[src/rtl/mem_access_sequencer.sv]
// Memory access sequencer: runs one load or store through MAR/MDR/RAM, with alignment, op3 and MFC-timeout traps.
// Latency: req->done is 4 cycles for a store and 5 for a load at the earliest; req is ignored while busy.
module mem_access_sequencer #(
    parameter int TIMEOUT = 15,
    parameter int CW      = 4
) (
    input  logic       Clk,
    input  logic       RESET,
    input  logic       req,
    input  logic [5:0] req_op3,
    input  logic [1:0] addr_lsb,
    input  logic       MFC,
    output logic       MAR_Enable,
    output logic       MDR_Enable,
    output logic       RAM_enable,
    output logic       MDR_Mux_select,
    output logic [5:0] RAM_OpCode,
    output logic       busy,
    output logic       done,
    output logic       trap,
    output logic [1:0] trap_type
);

    typedef enum logic [2:0] {
        S_IDLE,
        S_LOAD_MAR,
        S_ISSUE,
        S_WAIT_MFC,
        S_CAPTURE,
        S_DONE,
        S_TRAP
    } state_t;

    state_t      state_q, state_d;
    logic [5:0]  op3_q, op3_d;
    logic [1:0]  lsb_q, lsb_d;
    logic [CW-1:0] cnt_q, cnt_d;

    logic        mar_q, mar_d;
    logic        mdr_q, mdr_d;
    logic        ram_en_q, ram_en_d;
    logic        mux_q, mux_d;
    logic [5:0]  opc_q, opc_d;
    logic        busy_q, busy_d;
    logic        done_q, done_d;
    logic        trap_q, trap_d;
    logic [1:0]  ttype_q, ttype_d;

    function automatic logic op_legal(input logic [5:0] op);
        case (op)
            6'b000000, 6'b000001, 6'b000010, 6'b001001, 6'b001010,
            6'b000100, 6'b000101, 6'b000110: return 1'b1;
            default:                         return 1'b0;
        endcase
    endfunction

    function automatic logic op_store(input logic [5:0] op);
        case (op)
            6'b000100, 6'b000101, 6'b000110: return 1'b1;
            default:                         return 1'b0;
        endcase
    endfunction

    // Byte accesses (LDUB/LDSB/STB) can never be misaligned.
    function automatic logic misaligned(input logic [5:0] op, input logic [1:0] lsb);
        case (op)
            6'b000000, 6'b000100:             return (lsb != 2'b00);
            6'b000010, 6'b001010, 6'b000110:  return lsb[0];
            default:                          return 1'b0;
        endcase
    endfunction

    // Outputs are registered, so every _d value describes the state being entered.
    always_comb begin
        state_d  = state_q;
        op3_d    = op3_q;
        lsb_d    = lsb_q;
        cnt_d    = cnt_q;
        mar_d    = 1'b0;
        mdr_d    = 1'b0;
        ram_en_d = 1'b0;
        mux_d    = 1'b0;
        opc_d    = 6'b000000;
        done_d   = 1'b0;
        trap_d   = 1'b0;
        ttype_d  = ttype_q;

        case (state_q)
            S_IDLE: begin
                if (req) begin
                    op3_d   = req_op3;
                    lsb_d   = addr_lsb;
                    state_d = S_LOAD_MAR;
                    if (op_legal(req_op3) && !misaligned(req_op3, addr_lsb)) begin
                        mar_d = 1'b1;
                        mdr_d = op_store(req_op3);
                    end
                end
            end
            S_LOAD_MAR: begin
                if (!op_legal(op3_q)) begin
                    state_d = S_TRAP;
                    trap_d  = 1'b1;
                    ttype_d = 2'b10;
                end else if (misaligned(op3_q, lsb_q)) begin
                    state_d = S_TRAP;
                    trap_d  = 1'b1;
                    ttype_d = 2'b01;
                end else begin
                    state_d  = S_ISSUE;
                    ram_en_d = 1'b1;
                    opc_d    = op3_q;
                end
            end
            S_ISSUE: begin
                state_d  = S_WAIT_MFC;
                cnt_d    = '0;
                ram_en_d = 1'b1;
                opc_d    = op3_q;
            end
            S_WAIT_MFC: begin
                // A completing MFC beats the timeout on the same cycle.
                if (MFC) begin
                    if (op_store(op3_q)) begin
                        state_d = S_DONE;
                        done_d  = 1'b1;
                    end else begin
                        state_d  = S_CAPTURE;
                        ram_en_d = 1'b1;
                        opc_d    = op3_q;
                        mdr_d    = 1'b1;
                        mux_d    = 1'b1;
                    end
                end else if (cnt_q == CW'(TIMEOUT - 1)) begin
                    state_d = S_TRAP;
                    trap_d  = 1'b1;
                    ttype_d = 2'b11;
                end else begin
                    cnt_d    = cnt_q + CW'(1);
                    ram_en_d = 1'b1;
                    opc_d    = op3_q;
                end
            end
            S_CAPTURE: begin
                state_d = S_DONE;
                done_d  = 1'b1;
            end
            S_DONE:  state_d = S_IDLE;
            S_TRAP:  state_d = S_IDLE;
            default: state_d = S_IDLE;
        endcase

        busy_d = (state_d != S_IDLE);
    end

    always_ff @(posedge Clk) begin
        if (RESET) begin
            state_q  <= S_IDLE;
            op3_q    <= 6'b000000;
            lsb_q    <= 2'b00;
            cnt_q    <= '0;
            mar_q    <= 1'b0;
            mdr_q    <= 1'b0;
            ram_en_q <= 1'b0;
            mux_q    <= 1'b0;
            opc_q    <= 6'b000000;
            busy_q   <= 1'b0;
            done_q   <= 1'b0;
            trap_q   <= 1'b0;
            ttype_q  <= 2'b00;
        end else begin
            state_q  <= state_d;
            op3_q    <= op3_d;
            lsb_q    <= lsb_d;
            cnt_q    <= cnt_d;
            mar_q    <= mar_d;
            mdr_q    <= mdr_d;
            ram_en_q <= ram_en_d;
            mux_q    <= mux_d;
            opc_q    <= opc_d;
            busy_q   <= busy_d;
            done_q   <= done_d;
            trap_q   <= trap_d;
            ttype_q  <= ttype_d;
        end
    end

    assign MAR_Enable     = mar_q;
    assign MDR_Enable     = mdr_q;
    assign RAM_enable     = ram_en_q;
    assign MDR_Mux_select = mux_q;
    assign RAM_OpCode     = opc_q;
    assign busy           = busy_q;
    assign done           = done_q;
    assign trap           = trap_q;
    assign trap_type      = ttype_q;

endmodule

[config.mk]
export PLATFORM = sky130hd
export DESIGN_NAME = mem_access_sequencer
export DESIGN_NICKNAME = d
export VERILOG_FILES = /design/src/rtl/mem_access_sequencer.sv
export SDC_FILE = /design/constraint.sdc
export NUM_CORES = 1
export LEC_CHECK = 0
export ABC_AREA = 1
export CAP_MARGIN = 20
export CORE_MARGIN = 3
export CORE_UTILIZATION = 52
export CTS_BUF_LIST = sky130_fd_sc_hd__clkbuf_8
export DETAILED_ROUTE_END_ITERATION = 10
export PLACE_DENSITY_LB_ADDON = 0.1
export SLEW_MARGIN = 10
export SYNTH_ARGS = -nofsm -noshare
export SYNTH_HDL_FRONTEND = slang
export SYNTH_SLANG_ARGS = --single-unit
[constraint.sdc]
create_clock -name Clk -period 4.7 [get_ports Clk]
set_clock_uncertainty 0.1 [all_clocks]
set_input_delay 0.705 -clock Clk [delete_from_list [all_inputs] [get_ports Clk]]
set_output_delay 0.705 -clock Clk [all_outputs]
set_load 0.02 [all_outputs]
==> impl_metrics.csv, run 1 <==
group,metric,value,unit
placement,port_buffers,26,
logic_synthesis,syn_area_per_cell,7.59,um2
timing,fin_setup_tns,0,ns
grt,grt_pass1_vias,1256,
worst_setup_path,arrival,2.56,ns
cells_and_area,final_area,0.00184,mm2
routing,detail_route.wl_per_cell,12.3,um
grt,grt-ovfl-total,0,
logic_synthesis,ys_seq_elements,31,
floorplanning,ios,27,
timing,timing.final.max_slew_violations,0,
worst_setup_path,cp_slowest_stage_delay,0.59,ns
logic_synthesis,syn_area,0.00147,mm2
placement,place_hpwl,2530,um
routing,final_antenna_net_count,0,
clock_network,insertion_delay,0.28,ns
clock_network,root_buffer,"clkbuf_8",
cells_and_area,syn2layout_area_growth,24.8,%
cells_and_area,drive_gt1_share,12.4,%
timing,worst_slack,2.22,ns
clock_network,clk_pin_slew,0.07,ns
placement,place_area,0.00175,mm2
worst_setup_path,slowest_stage,"clkdlybuf4s50_1",
timing,holdWs,0.364,ns
floorplanning,rows,18,
worst_setup_path,worstSetupEndpointType,"flop",
worst_setup_path,crit_required,4.78,ns
power,leakage,0.847,nW
routing,vias,1325,
clock_network,hold_buffers,0,
timing,clock.fmax,404,MHz
cells_and_area,post-route-util,71.0,%
job,max-cap-violations,0,
floorplanning,die_w,59.2,um
grt,grt_pass1_wl,5290,um
power,ir_worst_vdd,0.333,mV
routing,drtPass1Iterations,4,
logic_synthesis,ys_types,28,
timing,min_period_over_period,52.7,%
logic_synthesis,ys_seq_area_share,42.1,%
cells_and_area,fin_cells,255,
floorplanning,coreArea,0.00259,mm2
cells_and_area,n_antenna_cell,0,
floorplanning,die-area,0.00351,mm2
worst_setup_path,critPathKind,"in2reg",
grt,grtUsageTotal,20.3,%
routing,drc,0,
grt,grt_max_degree,19,
logic_synthesis,syn_nets,213,
timing,min_period,2.48,ns
clock_network,cts_buffer_depth,2,
clock_network,cts_sinks,31,
floorplanning,die_h,59.2,um
worst_setup_path,path_cells,"clkdlybuf4s50_1 > inv_1 > o21ai_0 > a21oi_1 > ha_1 > nand3_1 > nand2_1",
hold_path,hold_class,"reg2reg",
logic_synthesis,ys_warn_count,0,
routing,drt_wl_total,3130,um
cells_and_area,fin_nets,243,
outcome,status,"complete, no violations",
timing,setup_viol,0,
logic_synthesis,synthCells,194,
power,power.total,831,uW
grt,antenna_found_initial,0,
timing,rsz0062_at_grt,"no",
worst_setup_path,crit_buf_inv,2,
clock_network,ctsResizeCount,0,
timing,slew-limit-headroom,69.8,%
floorplanning,initial_core_util,56.9,%
placement,gp_congestion,0.876,
worst_setup_path,critPathTopFamily,"buffers and inverters",
worst_setup_path,start_kind,"input port",
worst_setup_path,cp_max_fo,16,
timing,worstMarginPinSlew,0.453,ns
clock_network,h-tree-depth,2,
routing,vias_per_cell,5.20,
power,cellPowerDensity,452,mW/mm2
clock_network,numCtsBuffers,5,
clock_network,post_cts_buffers,0,
placement,preCtsSetupSlack,1.95,ns
clock_network,cts_tree,"done",
routing,drt-initial-drc-count,74,
placement,dp_cells,247,
timing,finalHoldViolations,0,
## synthesized netlist by cell type
cell / count / share of area [%]
dfxtp_1: 31 / 42
o21a_1: 1 / 0.51
nor3_2: 2 / 1.4
inv_2: 4 / 1.0
nand2_4: 3 / 2.3
o211ai_1: 1 / 0.51
o21ai_0: 9 / 3.1
nand3_2: 1 / 0.68
and3_1: 1 / 0.43
nand4_1: 4 / 1.7
nor3_1: 4 / 1.4
xor2_1: 1 / 0.59
nand3b_1: 2 / 1.0
nand2_1: 36 / 9.2
nand2_2: 2 / 0.85
buf_2: 2 / 0.68
a21boi_0: 1 / 0.51
or2_1: 1 / 0.43
nor2_2: 6 / 2.5
nand3_1: 10 / 3.4
nor2_1: 20 / 5.1
inv_1: 25 / 6.4
nand3_4: 1 / 1.2
nor2_4: 1 / 0.76
ha_1: 7 / 5.9
a21oi_1: 16 / 5.4
buf_4: 1 / 0.51
inv_4: 1 / 0.43
## where the power goes
part           internal [mW]  switching [mW]  leakage [nW]
Combinational          0.110           0.182         0.549
Clock                  0.101          0.0956        0.0453
Sequential             0.311          0.0326         0.253
## metal layers
layer / vias to the layer above / track usage, % / wire, um
met5: - / 0 / 0
met4: 0 / 9.71 / 57
met3: 6 / 5.01 / 224
met2: 40 / 33.2 / 1510
met1: 597 / 24.7 / 1340
li1: 682 / - / -
## registers in the layout, indices dropped and copies added, names as in the netlist, named ones only
| name | cells |
|---|---|
| trap_type | 2 |
| lsb_q | 2 |
| busy | 1 |
| state_q | 3 |
| RAM_enable | 1 |
| trap | 1 |
| MDR_Mux_select | 1 |
| RAM_OpCode | 6 |
| cnt_q | 4 |
| done | 1 |
| op3_q | 6 |
| MAR_Enable | 1 |
| MDR_Enable | 1 |
## path summary, 6_finish.rpt
check | start | endpoint | depth (start not counted) | slack, ns
max | RESET | flop | 7 | 2.22
min | lsb_q[1] | lsb_q[1] | 2 | 0.36
max reg2reg | state_q[1] | flop | 7 | 2.79
min reg2reg | lsb_q[1] | lsb_q[1] | 2 | 0.36
## worst reg2reg max path, delay by kind of cell, from the launching register on
family / cells / cell delay (ns)
adders and majority gates: 1 / 0.31
AOI/OAI and AO/OA: 2 / 0.44
DFF: 1 / 0.36
and+or+nand+nor: 4 / 0.58
## cell families (layout without fill, tap and decap cells)
family / Yosys count / in the layout / synth area share (%)
and+or+nand+nor: 94 / 94 / 32.3
adders and majority gates: 7 / 7 / 5.95
buffers and inverters: 33 / 64 / 9.01
xor gates and xnor gates: 1 / 1 / 0.595
DFF: 31 / 31 / 42.1
AOI/OAI and AO/OA: 28 / 28 / 10.0
## cell usage in the layout (no fill, tap or decap), types with 6 or more instances in the layout
master	Yosys	final
clkdlybuf4s50_1	0	26
nand2_1	36	36
inv_1	25	26
dfxtp_1	31	31
ha_1	7	7
nor2_2	6	6
nor2_1	20	20
o21ai_0	9	9
nand3_1	10	10
a21oi_1	16	16
## final cells by class
type	count	area (um2)
flip-flops and latches	31	621
well taps	30	37.5
clock inverters	3	16.3
clock buffers	5	68.8
inverters	30	115
repair buffers	26	260
multi-input cells	130	719
fillers	213	752
(Power assumes the default switching activity.)
==> run 2: changes to the inputs <==
==> constraint.sdc (replaced) <==
create_clock -name Clk -period 2.35 [get_ports Clk]
set_clock_uncertainty 0.1 [all_clocks]
set_input_delay 0.3525 -clock Clk [delete_from_list [all_inputs] [get_ports Clk]]
set_output_delay 0.3525 -clock Clk [all_outputs]
set_load 0.02 [all_outputs]
==> run 2 against run 1 <==
Power rose by 120%. First-iteration DRC count fell by 31%. Cell count rose by 1.2%. Die area did not move. Setup slack got worse by 1.7 ns. Critical path type unchanged. Largest cell class unchanged. Largest power group unchanged.
==> impl_metrics.csv, run 2 (same netlist as run 1, synthesis figures left out) <==
group,metric,value,unit
routing,topRoutingLayerUsed,"met4",
cells_and_area,fin_cells,258,
floorplanning,coreArea,0.00259,mm2
floorplanning,ios,27,
cells_and_area,drive_gt1_share,14.0,%
hold_path,hold_path_end,"lsb_q[1]",
clock_network,cts_sinks,31,
clock_network,ctsResizeCount,0,
grt,grt_max_degree,13,
routing,dr_wl_met3,171,um
hold_path,hold_start,"lsb_q[1]",
cells_and_area,layout_commonest_cell,"nand2_1",
clock_network,cts_tree,"done",
timing,timing.final.max_slew_violations,0,
grt,grtUsageTotal,20.3,%
routing,detail_route.wl_per_cell,12.1,um
floorplanning,initial_core_util,56.9,%
worst_setup_path,cp_slowest_stage_delay,0.50,ns
worst_setup_path,critPathKind,"in2reg",
floorplanning,die-area,0.00351,mm2
placement,place_hpwl,2420,um
placement,gp_congestion,0.878,
outcome,status,"complete, no violations",
timing,clock.fmax,562,MHz
worst_setup_path,start_kind,"input port",
placement,place_area,0.00178,mm2
routing,drt_wl_total,3130,um
power,p_sw,624,uW
timing,min_period,1.78,ns
timing,worstMarginPinSlew,0.327,ns
cells_and_area,final_cell_mix,"nand2_1 (36), dfxtp_1 (31), clkdlybuf4s50_1 (26)",
power,cellPowerDensity,959,mW/mm2
power,ir_worst_vdd,0.830,mV
timing,fin_setup_tns,0,ns
floorplanning,die_h,59.2,um
clock_network,insertion_delay,0.28,ns
worst_setup_path,arrival,1.86,ns
routing,met1_length,1410,um
worst_setup_path,cp_max_fo,11,
power,leakage,0.877,nW
placement,port_buffers,26,
worst_setup_path,r2r-start,"state_q[1]",
clock_network,numCtsBuffers,5,
clock_network,hold_buffers,0,
routing,route.met2.wl,1490,um
power,p_int,1.19,mW
clock_network,clk_pin_slew,0.07,ns
cells_and_area,syn2layout_area_growth,28.5,%
clock_network,root_buffer,"clkbuf_8",
routing,vias,1281,
grt,grt_pass1_vias,1225,
worst_setup_path,worstSetupEndpointType,"flop",
floorplanning,die_w,59.2,um
worst_setup_path,path_cells,"clkdlybuf4s50_1 > nand3_2 > o21ai_0 > a21oi_1 > ha_1 > nand3_1 > nand2_1",
grt,antenna_found_initial,0,
routing,final_antenna_net_count,0,
routing,drc,0,
grt,grt_pass1_wl,5280,um
power,pwr-share-seq,37.7,%
clock_network,h-tree-depth,2,
worst_setup_path,r2r_cells,7,
power,power_frac_comb,32.7,%
cells_and_area,final_area,0.00189,mm2
routing,drtPass1Iterations,6,
worst_setup_path,slowest_stage,"clkdlybuf4s50_1",
timing,rsz0062_at_grt,"no",
placement,dp_cells,250,
clock_network,cts_buffer_depth,2,
power,power.total,1.82,mW
timing,setup_viol,0,
worst_setup_path,crit_required,2.43,ns
job,max-cap-violations,0,
floorplanning,rows,18,
routing,vias_per_cell,4.97,
power,clkPwrFrac,29.7,%
timing,slew-limit-headroom,78.1,%
worst_setup_path,r2r_slack,0.59,ns
hold_path,holdPathStages,2,
timing,finalHoldViolations,0,
cells_and_area,fin_nets,246,
power,swShare,34.3,%
grt,grt-ovfl-total,0,
timing,min_period_over_period,75.8,%
cells_and_area,n_antenna_cell,0,
routing,drt-initial-drc-count,51,
clock_network,post_cts_buffers,0,
hold_path,hold_class,"reg2reg",
-- run 2: routing by layer --
| metal | GRT usage, % | vias to the layer above |
|---|---|---|
| met5 | 0 | - |
| met4 | 8.09 | 0 |
| met3 | 6.97 | 7 |
| met2 | 32.0 | 30 |
| met1 | 25.1 | 556 |
| li1 | - | 688 |
-- run 2: final cells by class --
class	instances	area, um2
repair buffers	29	283
flip-flops and latches	31	621
clock inverters	2	35.0
clock buffers	6	82.6
inverters	30	115
multi-input cells	130	719
fillers	223	697
well taps	30	37.5
-- run 2: worst max path at each step --
stage | cells after the start | start | slack [ns] | to
finish | 7 | req | 0.57 | flop
global route | 7 | state_q[1] | 0.40 | flop
CTS | 7 | req | 0.56 | flop
detailed placement | 7 | req | 0.29 | flop
global placement | 7 | req | 0.39 | flop
floorplan | 8 | RESET | 0.69 | flop
-- run 2: power by group through the flow --
| stage | clock, mW | combinational (mW) | sequential, mW |
|---|---|---|---|
| floorplan | 0 | 0.370 | 0.732 |
| global placement | 0 | 0.573 | 0.691 |
| detailed placement | 0 | 0.588 | 0.696 |
| CTS | 0.549 | 0.595 | 0.685 |
| global route | 0.568 | 0.667 | 0.696 |
| finish | 0.539 | 0.593 | 0.684 |
-- run 2: worst max-delay path: cells and delay by family --
family          cells  cell delay [ns]
fa+ha+maj           1             0.31
simple gates        3             0.32
compound gates      2             0.37
buf+inv             1             0.50
-- run 2: metrics by stage --
step / setup WS [ns] / utilization, % / hold slack [ns]
6_report: 0.570 / 73.1 / 0.358
5_1_grt: 0.399 / 73.1 / 0.366
3_3_place_gp: 0.393 / 68.6 / 0.348
4_1_cts: 0.564 / 73.1 / 0.356
3_5_place_dp: 0.289 / 68.6 / 0.346
2_1_floorplan: 0.687 / - / 0.329
==> run 3: changes to the inputs <==
==> constraint.sdc (replaced) <==
create_clock -name Clk -period 1.7 [get_ports Clk]
set_clock_uncertainty 0.1 [all_clocks]
set_input_delay 0.255 -clock Clk [delete_from_list [all_inputs] [get_ports Clk]]
set_output_delay 0.255 -clock Clk [all_outputs]
set_load 0.02 [all_outputs]
==> run 3 against run 2 <==
Setup slack worse by 0.49 ns. Via count increased by 7.7%. Flip-flop and latch count unchanged. Cell count is 3.1% higher. Non-clock buffer count rose by 8. Critical path type is now reg2reg.
==> impl_metrics.csv, run 3 (same netlist as run 1, synthesis figures left out) <==
group,metric,value,unit
power,power_frac_comb,38.7,%
grt,grt-ovfl-total,0,
clock_network,hold_buffers,0,
cells_and_area,layout_commonest_cell,"nand2_1",
hold_path,hold_start,"req_op3[1]",
routing,drtPass1Iterations,6,
cells_and_area,n_antenna_cell,0,
timing,timing.final.max_slew_violations,0,
routing,vias_per_cell,5.19,
power,ir_worst_vdd,1.06,mV
routing,met1_length,1460,um
cells_and_area,fill_cells,209,
routing,topRoutingLayerUsed,"met4",
clock_network,insertion_delay,0.28,ns
worst_setup_path,cp_slowest_stage_delay,0.35,ns
timing,clock.fmax,617,MHz
worst_setup_path,cp_max_fo,8,
timing,slew-limit-headroom,77.4,%
routing,drt_wl_total,3350,um
routing,drt-initial-drc-count,64,
floorplanning,rows,18,
power,clkPwrFrac,22.8,%
power,pwr-share-seq,38.5,%
clock_network,root_buffer,"clkbuf_8",
worst_setup_path,slowest_stage,"dfxtp_1",
clock_network,numCtsBuffers,5,
routing,vias,1380,
routing,detail_route.wl_per_cell,12.6,um
placement,gp_congestion,0.872,
grt,grtUsageTotal,21.4,%
timing,min_period,1.62,ns
worst_setup_path,path_cells,"nor2_2 > nand3_4 > buf_4 > a21oi_2 > ha_1 > nand3_1 > nand2_1",
worst_setup_path,start_kind,"flop",
timing,min_period_over_period,95.4,%
worst_setup_path,r2r-start,"state_q[0]",
floorplanning,initial_core_util,56.9,%
clock_network,clk_pin_slew,0.06,ns
timing,rsz0062_at_grt,"no",
placement,place_area,0.00182,mm2
routing,dr_wl_met3,152,um
grt,grt_pass1_vias,1369,
job,max-cap-violations,0,
cells_and_area,fin_nets,254,
cells_and_area,drive_gt1_share,18.2,%
placement,place_hpwl,2560,um
hold_path,hold_class,"in2reg",
timing,holdWs,0.310,ns
power,swShare,37.6,%
floorplanning,die-area,0.00351,mm2
worst_setup_path,arrival,1.70,ns
worst_setup_path,critPathLaunch,"state_q[0]",
cells_and_area,syn2layout_area_growth,32.1,%
clock_network,cts_tree,"done",
placement,preCtsSetupSlack,-0.200,ns
power,leakage,0.912,nW
routing,drc,0,
cells_and_area,final_cell_mix,"nand2_1 (36), dfxtp_1 (31), inv_1 (26)",
power,power.total,2.43,mW
worst_setup_path,crit_buf_inv,1,
floorplanning,coreArea,0.00259,mm2
timing,worstMarginPinSlew,0.337,ns
power,p_sw,913,uW
clock_network,cts_buffer_depth,2,
clock_network,cts_sinks,31,
floorplanning,ios,27,
placement,port_buffers,26,
worst_setup_path,critPathTopFamily,"simple AND/OR/NAND/NOR gates",
timing,setup_viol,0,
power,p_int,1.52,mW
worst_setup_path,crit_required,1.78,ns
power,cellPowerDensity,1250,mW/mm2
routing,final_antenna_net_count,0,
clock_network,h-tree-depth,2,
grt,grt_pass1_wl,5560,um
routing,route.met2.wl,1660,um
cells_and_area,final_area,0.00195,mm2
worst_setup_path,critPathKind,"reg2reg",
grt,antenna_found_initial,0,
timing,finalHoldViolations,0,
floorplanning,die_h,59.2,um
grt,grt_max_degree,11,
floorplanning,die_w,59.2,um
timing,worst_slack,0.0790,ns
worst_setup_path,worstSetupEndpointType,"flop",
outcome,status,"complete, no violations",
-- run 3: power by group through the flow --
stage                     Combinational, mW  Sequential [mW]  Clock [mW]
after global routing                   1.03            0.951       0.587
after floorplan                       0.511             1.01           0
after global placement                0.840            0.948           0
final                                 0.942            0.936       0.554
after detailed placement              0.869            0.950           0
after CTS                             0.880            0.934       0.566
-- run 3: per-stage QoR --
step / TNS (ns) / util, % / std cells
CTS: 0 / 73.6 / 264
detailed placement: -0.504 / 70.3 / 256
global route: 0 / 75.1 / 266
finish: 0 / 75.1 / 266
global placement: -0.212 / 70.3 / 256
floorplan: 0 / - / 194
-- run 3: area by class of cell --
| cell class | instances | area, um2 | area share (%) |
|---|---|---|---|
| multi-input cells | 130 | 742 | 38.1 |
| flip-flops and latches | 31 | 621 | 31.9 |
| repair buffers | 37 | 345 | 17.7 |
| inverters | 30 | 115 | 5.92 |
| clock buffers | 5 | 68.8 | 3.54 |
| well taps | 30 | 37.5 | 1.93 |
| clock inverters | 3 | 16.3 | 0.836 |
-- run 3: routing by layer --
| metal | GRT usage, % | vias up |
|---|---|---|
| met1 | 24.1 | 633 |
| met5 | 0 | - |
| met2 | 36.8 | 36 |
| met3 | 6.97 | 11 |
| met4 | 8.74 | 0 |
| li1 | - | 700 |
-- run 3: what timing repair did --
action,in CTS,in global routing
setup buffers,0,2
gates resized for setup,0,8
endpoints found under the setup margin,0,1
-- run 3: path summary, 6_finish.rpt --
check                                 to  slack [ns]  cells after the start
worst max register to register      flop        0.08                      7
worst min-delay path            op3_q[1]        0.31                      3
worst max-delay path                flop        0.08                      7
worst min register to register  lsb_q[1]        0.37                      2
-- run 3: worst register-to-register path, stage by stage (launching register included) --
cell,delay (ns)
dfxtp_1,0.35
nor2_2,0.21
nand3_4,0.13
buf_4,0.19
a21oi_2,0.15
ha_1,0.24
nand3_1,0.09
nand2_1,0.06
==> RTL change 1: new RTL, config.mk and constraints of run 3 <==
Set the parameter `CW` to 8 (it was 4).
--- a/src/rtl/mem_access_sequencer.sv
+++ b/src/rtl/mem_access_sequencer.sv
@@ -3,5 +3,5 @@
 module mem_access_sequencer #(
     parameter int TIMEOUT = 15,
-    parameter int CW      = 4
+    parameter int CW      = 8
 ) (
     input  logic       Clk,
Function: no difference found for any inputs over 10 cycles, from zero or initial values and one cycle with RESET high; that may be too few to reach the edited logic, so the function may still have changed.
==> RTL change 1 against run 3 <==
Routed wire length up 7.9%; sequential cell count up 4; first-iteration DRC count up 38%; power up 28%; worst setup slack better by 15 ps; highest routed layer unchanged; synthesized cell count up 27%; cell area up 15%; largest power group unchanged; global-route usage down 1.3 points; area after synthesis up 18%; combinational power up 32%.
==> RTL change 1: results (changes against run 3) <==
set qor(syn-instance-count) 246 ;# +27%
set qor(type_of_the_worst_min_delay_path) {reg -> reg}
set qor(nonClkBufAreaFrac_pct) 15.6 ;# -2.2 points
set qor(netlist_top_cells_count) {58 x sky130_fd_sc_hd__nand2_1, 35 x sky130_fd_sc_hd__dfxtp_1, 34 x sky130_fd_sc_hd__nor2_1}
set qor(grt_max_degree) 17 ;# +6
set qor(critical_path.startpoint) {trap_type[0]}
set qor(share_of_final_layout_standard_cells_stronger_than_drive_strength_1_pct) 12.5 ;# -5.7 points
set qor(placedInstanceArea_um2) 2130 ;# +17%
set qor(post_synth_xor_area_fraction_pct) 1.51 ;# +0.91 points
set qor(post_synth_fa_ha_maj_area_fraction_pct) 5.03 ;# -0.92 points
set qor(cell_internal_pwr_mw) 1.94 ;# +28%
set qor(comb-power_mw) 1.24 ;# +32%
set qor(clock_sinks) 35 ;# +13%
set qor(final.signal_inverter_count) 33 ;# +10%
set qor(multi_input_area_um2) 902 ;# +22%
set qor(compound_cell_area_share_of_the_yosys_netlist_pct) 9.34 ;# -0.69 points
set qor(nets) 306 ;# +20%
set qor(run_status) {finished, final reports clean}
set qor(power.leakage_nw) 1.01 ;# +11%
set qor(pwr-share-comb_pct) 39.9 ;# +1.2 points
set qor(global_route.usage.total_pct) 20.1 ;# -1.3 points
set qor(routed_wire_length_um) 3620 ;# +7.9%
set qor(placed_cells) 324 ;# +27%
set qor(critical-path-slowest-cell) {sky130_fd_sc_hd__clkdlybuf4s50_1}
set qor(timing.reg2reg.setup_slack_ps) 170 ;# +90 ps
set qor(ir_drop_v) 0.000926 ;# -13%
set qor(area.share.sequential_pct) 31.2 ;# -0.72 points
set qor(critical_path_arrival_ps) 1250 ;# -450 ps
set qor(ys_seq_area_share_pct) 40.2 ;# -1.9 points
set qor(count_of_vias_placed_by_the_detailed_router) 1636 ;# +19%
set qor(nMultiInputCombCells) 174 ;# +34%
set qor(critical_path_peak_fanout) 2 ;# -6
set qor(pre_cts_slack_ps) -137 ;# +62.9 ps
set qor(drt-initial-drc-count) 88 ;# +38%
set qor(crit-reg2reg-launch) {state_q[2]}
set qor(n_tap_cell) 44 ;# +47%
[RTL change 1: cell count changes after synthesis, sizes merged, moves of 2 or more]
cell,before,now
nor3,6,3
dfxtp,31,35
clkbuf,0,2
inv,30,33
nor2,27,37
a21oi,16,20
nand3,12,20
nand2,41,63
xnor2,0,2
[RTL change 1: metal layers]
layer  GRT usage [%]  part of all wire (%)  vias up  routed length, um
li1                -                     -      866                  -
met1            24.0                    46      728               1660
met2            33.4                    48       33               1730
met3            5.10                   4.3        9                157
met4            9.70                   1.9        0                 68
met5               0                     0        -                  0
[RTL change 1: worst min-delay path by stage]
stage / start / endpoint / slack (ps) / cells after the start
2_1_floorplan: MFC / state_q[1] / 250 / 1
3_3_place_gp: trap_type[1] / trap_type[1] / 360 / 2
3_5_place_dp: trap_type[1] / trap_type[1] / 360 / 2
4_1_cts: trap_type[1] / trap_type[1] / 380 / 2
5_1_grt: lsb_q[1] / lsb_q[1] / 410 / 2
6_report: trap_type[1] / trap_type[1] / 370 / 2
==> RTL change 2: new RTL, settings of run 3 <==
Made on the original files. Take the reset off `op3_q` and load it in a clocked block of its own.
--- a/src/rtl/mem_access_sequencer.sv
+++ b/src/rtl/mem_access_sequencer.sv
@@ -157,5 +157,4 @@
         if (RESET) begin
             state_q  <= S_IDLE;
-            op3_q    <= 6'b000000;
             lsb_q    <= 2'b00;
             cnt_q    <= '0;
@@ -171,5 +170,4 @@
         end else begin
             state_q  <= state_d;
-            op3_q    <= op3_d;
             lsb_q    <= lsb_d;
             cnt_q    <= cnt_d;
@@ -186,4 +184,8 @@
     end
 
+    always_ff @(posedge Clk) begin
+        op3_q <= op3_d;
+    end
+
     assign MAR_Enable     = mar_q;
     assign MDR_Enable     = mdr_q;
Check against the original RTL: no difference found for any inputs over 10 cycles, from zero or initial values and one cycle with RESET high; that may be too few to reach the edited logic, so the function may still have changed.
==> RTL change 2 against run 3 <==
Register-to-register slack better by 80 ps; area after synthesis rose by 2.5%; worst setup slack improved by 51 ps; power rose by 19%; routed wire length grew 0.98%; first-iteration DRC count is 14% higher; cell area up 0.26%; largest power group unchanged; via count is 1.7% lower; sequential cell count unchanged; hold slack improved by 53 ps; core utilization down 0.46 points; largest cell class unchanged; sequential power increased by 14%.
==> RTL change 2: results (changes against run 3) <==
set qor(buffers_excl_clock) 36 ;# -2.7%
set qor(min_delay_path_depth) 2 ;# -1
set qor(ys_types) 26 ;# -7.1%
set qor(grt_pass1_vias) 1305 ;# -4.7%
set qor(placedInstanceArea_um2) 1870 ;# +2.6%
set qor(count_of_vias_placed_by_the_detailed_router) 1356 ;# -1.7%
set qor(holdPathEnd) {lsb_q[0]}
set qor(run_status) {finished, final reports clean}
set qor(post_synth.cell_area_avg_um2) 7.95 ;# +4.7%
set qor(ir_drop_v) 0.00123 ;# +16%
set qor(power.leakage_nw) 0.936 ;# +2.7%
set qor(first_pass_drt_iterations) 5 ;# -1
set qor(final_util_pct) 74.7 ;# -0.46 points
set qor(compound_cell_area_share_of_the_yosys_netlist_pct) 8.04 ;# -2.0 points
set qor(timing.reg2reg.setup_slack_ps) 160 ;# +80 ps
set qor(seq_cell_area_um2) 682 ;# +9.9%
set qor(slew_headroom_pct) 72.5 ;# -4.9 points
set qor(drt-initial-drc-count) 73 ;# +14%
set qor(post_synth_fa_ha_maj_area_fraction_pct) 5.80 ;# -0.15 points
set qor(critical-path-slowest-cell) {sky130_fd_sc_hd__clkdlybuf4s50_1}
set qor(hold_ws_ps) 363 ;# +52.9 ps
set qor(netlist_top_cells_count) {40 x sky130_fd_sc_hd__nand2_1, 25 x sky130_fd_sc_hd__dfxtp_1, 25 x sky130_fd_sc_hd__inv_1}
set qor(dp_hpwl_um) 2540 ;# -0.85%
set qor(layout.clock.cell_area_share_pct) 4.17 ;# -0.20 points
set qor(place_congestion) 0.861 ;# -1.2%
set qor(mappedNetlistNets) 209 ;# -1.9%
set qor(share_of_final_layout_standard_cells_stronger_than_drive_strength_1_pct) 18.5 ;# +0.31 points
set qor(worst_hold_startpoint) {lsb_q[0]}
set qor(placed_cells) 254 ;# -0.78%
set qor(worst_stage_delay_on_the_critical_path_ps) 610 ;# +260 ps
set qor(stdcell_count) 262 ;# -1.5%
RTL change 2: worst max path at each step:
| stage | from | end | slack (ps) | cells after the start |
|---|---|---|---|---|
| 6_report | MAR_Enable | MAR_Enable | 130 | 1 |
| 5_1_grt | cnt_q[0] | cnt_q[3] | 40 | 11 |
| 4_1_cts | MAR_Enable | MAR_Enable | 110 | 1 |
| 3_5_place_dp | req | op3_q[4] | -80 | 6 |
| 3_3_place_gp | req | flip-flop | -40 | 9 |
| 2_1_floorplan | state_q[1] | flip-flop | 170 | 8 |
RTL change 2: power breakdown:
group	leakage (nW)	switching, mW	internal [mW]
clock	0.0505	0.265	0.274
sequential	0.261	0.107	0.959
combinational	0.624	0.764	0.525
RTL change 2: layer usage:
metal  vias to the layer above  wire length [um]  track usage, %
met5                         -                 0               0
met4                         0                93            10.1
met3                         9               188            7.13
met2                        43              1610            37.3
met1                       620              1490            25.1
li1                        684                 -               -
